[config.mk]
export PLATFORM = sky130hd
export DESIGN_NAME = hazard_ctrl
export DESIGN_NICKNAME = d
export VERILOG_FILES = /design/src/rtl/hazard_ctrl.sv
export SDC_FILE = /design/constraint.sdc
export NUM_CORES = 1
export LEC_CHECK = 0
export BUFFER_PORTS_ARGS = -buffer_cell sky130_fd_sc_hd__buf_2
export CAP_MARGIN = 0
export CORE_MARGIN = 1
export CORE_UTILIZATION = 45
export DETAILED_ROUTE_END_ITERATION = 8
export PLACE_DENSITY = 0.73
export SLEW_MARGIN = 20
export SYNTH_ARGS = -nofsm -noshare
export SYNTH_HDL_FRONTEND = slang
export SYNTH_SLANG_ARGS = --single-unit
export TNS_END_PERCENT = 50
[constraint.sdc]
create_clock -name clk -period 3 [get_ports clk]
set_input_delay 0 -clock clk [delete_from_list [all_inputs] [get_ports clk]]
set_output_delay 0 -clock clk [all_outputs]
set_load 0.005 [all_outputs]
[src/rtl/hazard_ctrl.sv]
// hazard_ctrl: stall/bubble control from Tuse/Tnew comparison, mult/div busy
// countdown and a saturating stall-cycle counter.
module hazard_ctrl #(
    parameter int MULT_CYCLES = 5,
    parameter int DIV_CYCLES  = 10,
    parameter int CNT_W       = 4
) (
    input  logic        clk,
    input  logic        reset,
    input  logic [4:0]  D_rs,
    input  logic [4:0]  D_rt,
    input  logic [1:0]  D_tuse_rs,
    input  logic [1:0]  D_tuse_rt,
    input  logic        D_is_md,
    input  logic [4:0]  E_wa,
    input  logic [1:0]  E_tnew,
    input  logic [4:0]  M_wa,
    input  logic [1:0]  M_tnew,
    input  logic        E_md_start,
    input  logic        E_md_div,
    output logic        stall,
    output logic        E_flush,
    output logic        md_busy,
    output logic [31:0] stall_cycles
);
    typedef enum logic {IDLE, BUSY} state_t;
    state_t state, state_nx;
    logic [CNT_W-1:0] cnt, cnt_nx;
    logic stall_rs, stall_rt, stall_md;

    // A producer only blocks when its result arrives later than the consumer needs it
    assign stall_rs = (D_rs != 5'd0) && (D_tuse_rs != 2'd3) &&
                      ((E_wa == D_rs && E_tnew > D_tuse_rs) || (M_wa == D_rs && M_tnew > D_tuse_rs));
    assign stall_rt = (D_rt != 5'd0) && (D_tuse_rt != 2'd3) &&
                      ((E_wa == D_rt && E_tnew > D_tuse_rt) || (M_wa == D_rt && M_tnew > D_tuse_rt));
    assign stall_md = D_is_md && (md_busy || E_md_start);
    assign stall    = stall_rs | stall_rt | stall_md;
    assign E_flush  = stall;
    assign md_busy  = cnt != '0;

    always_ff @(posedge clk) begin
        if (reset) begin
            state <= IDLE;
            cnt   <= '0;
        end else begin
            state <= state_nx;
            cnt   <= cnt_nx;
        end
    end

    // A start seen while busy is ignored; the countdown simply continues
    always_comb begin
        state_nx = (state == IDLE) ? (E_md_start ? BUSY : IDLE)
                                   : ((cnt == CNT_W'(1)) ? IDLE : BUSY);
        cnt_nx   = (state == IDLE) ? (E_md_start ? (E_md_div ? CNT_W'(DIV_CYCLES) : CNT_W'(MULT_CYCLES)) : cnt)
                                   : cnt - CNT_W'(1);
    end

    always_ff @(posedge clk) begin
        if (reset)
            stall_cycles <= '0;
        else if (stall && stall_cycles != 32'hFFFF_FFFF)
            stall_cycles <= stall_cycles + 32'd1;
    end
endmodule

==> impl_metrics.toml <==
[status]
status = "complete, no violations"

[floorplan]
fp.dieW_um = 74.3
start_util_pct = 48.3
die_area_um2 = 5530
die_y_um = 74.3
core_um2 = 4880
io_pins = 68
num_rows = 25

[critical_path]
path_buf_inv = 1
critPathKind = "flop to flop"
worstPathCellList = "and4_4, nand3_2, nor3_4, and4_1, a31o_2, buf_4, mux2i_1, nor2_1"
cp.arrival_ps = 2770
worst_setup_path_end_kind = "flop"
cpPeakStageDelay_ps = 490
worstSetupPathDepth = 8
crit_required_ps = 3160
cp_slowest_cell = "dfxtp_1"
crit_fanout = 37
regToRegSetupSlack_ps = 390
rr_worst_depth = 8
crit_family = "simple AND/OR/NAND/NOR gates"
worstSetupStartpointType = "flop"

[clock_network]
ctsHtreeMaxLevel = 2
root_buffer = "clkbuf_8"
cts_tree = "done"
clk_path_buf_depth = 2
postCtsHoldBufs = 0
post_cts_resized = 0
cts_made_buffers = 5
cts_sinks = 37
post_cts_buffers = 0
clock_latency_ps = 290
clk_pin_slew_ps = 70

[layout]
n_antenna_cell = 0
final_util_pct = 58.1
syn_to_final_growth_pct = 20.4
fin_nets = 403
drive_gt1_share_pct = 23.4

[sta]
maxSlewViolCount = 0
setup-tns-final_ps = 0
rsz0062_at_grt = "no"
hold_viol_final = 0
tightestPinTransition_ps = 1070
min_period_ps = 2610
slew_headroom_pct = 28.1
fin_crit_sh_pct = 87.1
fmax_mhz = 383
fin_worst_skew_ps = 8.58
worst_slack_ps = 388
hold_slack_ps = 45.0
finalSetupViolCount = 0

[yosys]
synth_warnings = 0
avgSynthCellArea_um2 = 7.98
ys_ff_latch = 37
syn_nets = 340
post-synth-top-area-fraction_pct = 31.5
synth-main-ff-cell = "dfxtp_1"
synth_area_um2 = 2350
yosys-top-cells-area = "dfxtp_1, a21oi_1, ha_1"
yosysSeqAreaShare_pct = 31.5
async_flop_share_pct = 0
synth_top_area_cell = "dfxtp_1"
synth_edf_count = 0
ys_types = 43
synthCells = 295

[drt]
wl_per_cell_um = 13.8
post_drt_via_cell_ratio = 5.66
route.vias.total = 2412
drt_iter0_drc = 129
ant_nets = 0
first_pass_iters = 4
drc = 0
wirelength_mm = 5.88

[grt]
grt_max_degree = 40
grt_use_total_pct = 22.6
grt_pass1_vias = 2188
globalRoute.totalOverflow = 0
antenna_found_initial = 0
grt_pass1_wl_mm = 9.55

[power]
p_total_mw = 1.15
p_leak_nw = 1.14
ir_worst_vdd_mv = 0.357
cellPowerDensity_nw_per_um2 = 404

[worst_hold_path]
worstHoldPathCells = 3
hold_path_class = "primary input to flop"

[placed_design]
hpwl_mm = 4.35
portBuffers = 67
place_congestion = 0.882
dp_slack_ps = 439

[flow_run]
maxCapViolCount = 0
[tightest hold or removal path, delay by kind of cell]
kind                   cells  cell delay (ps)
AND/OR/NAND/NOR            1               80
AO/OA/AOI/OAI              1               60
buffers and inverters      1              130
[path summary, 6_finish.rpt]
path                                        from               end
worst max-delay path             stall_cycles[6]   stall_cycles[1]
worst min-delay path                    E_md_div            cnt[3]
worst max register to register   stall_cycles[6]   stall_cycles[1]
worst min register to register  stall_cycles[26]  stall_cycles[26]
[layout by cell type (no fill, tap or decap), types with 2 or more instances in the layout]
master | netlist | layout
dfxtp_1 | 37 | 37
buf_2 | 3 | 67
o31ai_1 | 11 | 11
a211oi_1 | 4 | 4
nand3_1 | 16 | 16
a311oi_1 | 2 | 2
xnor2_1 | 14 | 14
nor2_1 | 13 | 13
a31o_2 | 2 | 2
a31oi_1 | 4 | 4
and3_1 | 7 | 7
nand2_1 | 19 | 19
nor4_1 | 4 | 4
nor2b_1 | 3 | 3
ha_1 | 12 | 12
a21oi_1 | 32 | 32
xor2_1 | 7 | 7
nand3b_1 | 5 | 5
buf_4 | 3 | 2
or3_1 | 12 | 12
inv_1 | 17 | 17
and4_1 | 2 | 2
o21ai_0 | 16 | 16
clkbuf_8 | 0 | 6
or4_1 | 11 | 11
nor3_1 | 8 | 8
nand4_1 | 10 | 10
[cell type report]
class | instances | area [um2]
timing repair buffer | 69 | 350
fill | 467 | 2050
tap | 67 | 83.8
sequential | 37 | 741
inverter | 17 | 63.8
clock buffer | 7 | 86.3
clock inverter | 1 | 30.0
multi-input combinational | 228 | 1480
[synth_stat cells (2+ instances only)]
| cell | instances |
|---|---|
| dfxtp_1 | 37 |
| a21oi_1 | 32 |
| nand2_1 | 19 |
| inv_1 | 17 |
| nand3_1 | 16 |
| o21ai_0 | 16 |
| xnor2_1 | 14 |
| nor2_1 | 13 |
| ha_1 | 12 |
| or3_1 | 12 |
| o31ai_1 | 11 |
| or4_1 | 11 |
| nand4_1 | 10 |
| nor3_1 | 8 |
| and3_1 | 7 |
| xor2_1 | 7 |
| nand3b_1 | 5 |
| a211oi_1 | 4 |
| a31oi_1 | 4 |
| clkbuf_1 | 4 |
| nor4_1 | 4 |
| buf_2 | 3 |
| buf_4 | 3 |
| nor2b_1 | 3 |
| a311oi_1 | 2 |
| a31o_2 | 2 |
| and4_1 | 2 |
| buf_1 | 2 |
[metrics by stage]
stage | std cells | area [um2]
final | 426 | 2830
after global routing | 426 | 2830
after CTS | 426 | 2830
after detailed placement | 418 | 2720
after global placement | 418 | 2720
after floorplan | 295 | 2350
[flip-flops by register name (all words and copies together) (netlist names)]
signal,cells
state,1
stall_cycles,32
cnt,4
[routing by layer]
layer | routed length [um] | vias up | global-route usage [%]
met4 | 70 | 0 | 8.18
met2 | 2800 | 58 | 38.6
met1 | 2750 | 1127 | 28.4
li1 | - | 1220 | -
met5 | 0 | - | 0
met3 | 252 | 7 | 4.07
[power by group]
group	total, mW	internal, mW	switching [mW]
registers	0.520	0.502	0.0176
clock network	0.446	0.271	0.175
logic	0.179	0.0759	0.103
[kinds of logic (layout without fill, tap and decap cells)]
family / Yosys count / in the layout / share of synthesized area (%)
compound gates: 76 / 76 / 19.2
xor+xnor: 21 / 21 / 7.81
fa+ha+maj: 12 / 12 / 6.38
buf+inv: 30 / 94 / 5.74
flops: 37 / 37 / 31.5
mux: 2 / 2 / 0.903
simple gates: 117 / 117 / 28.5
No activity file was read; power rests on OpenSTA's default activity.
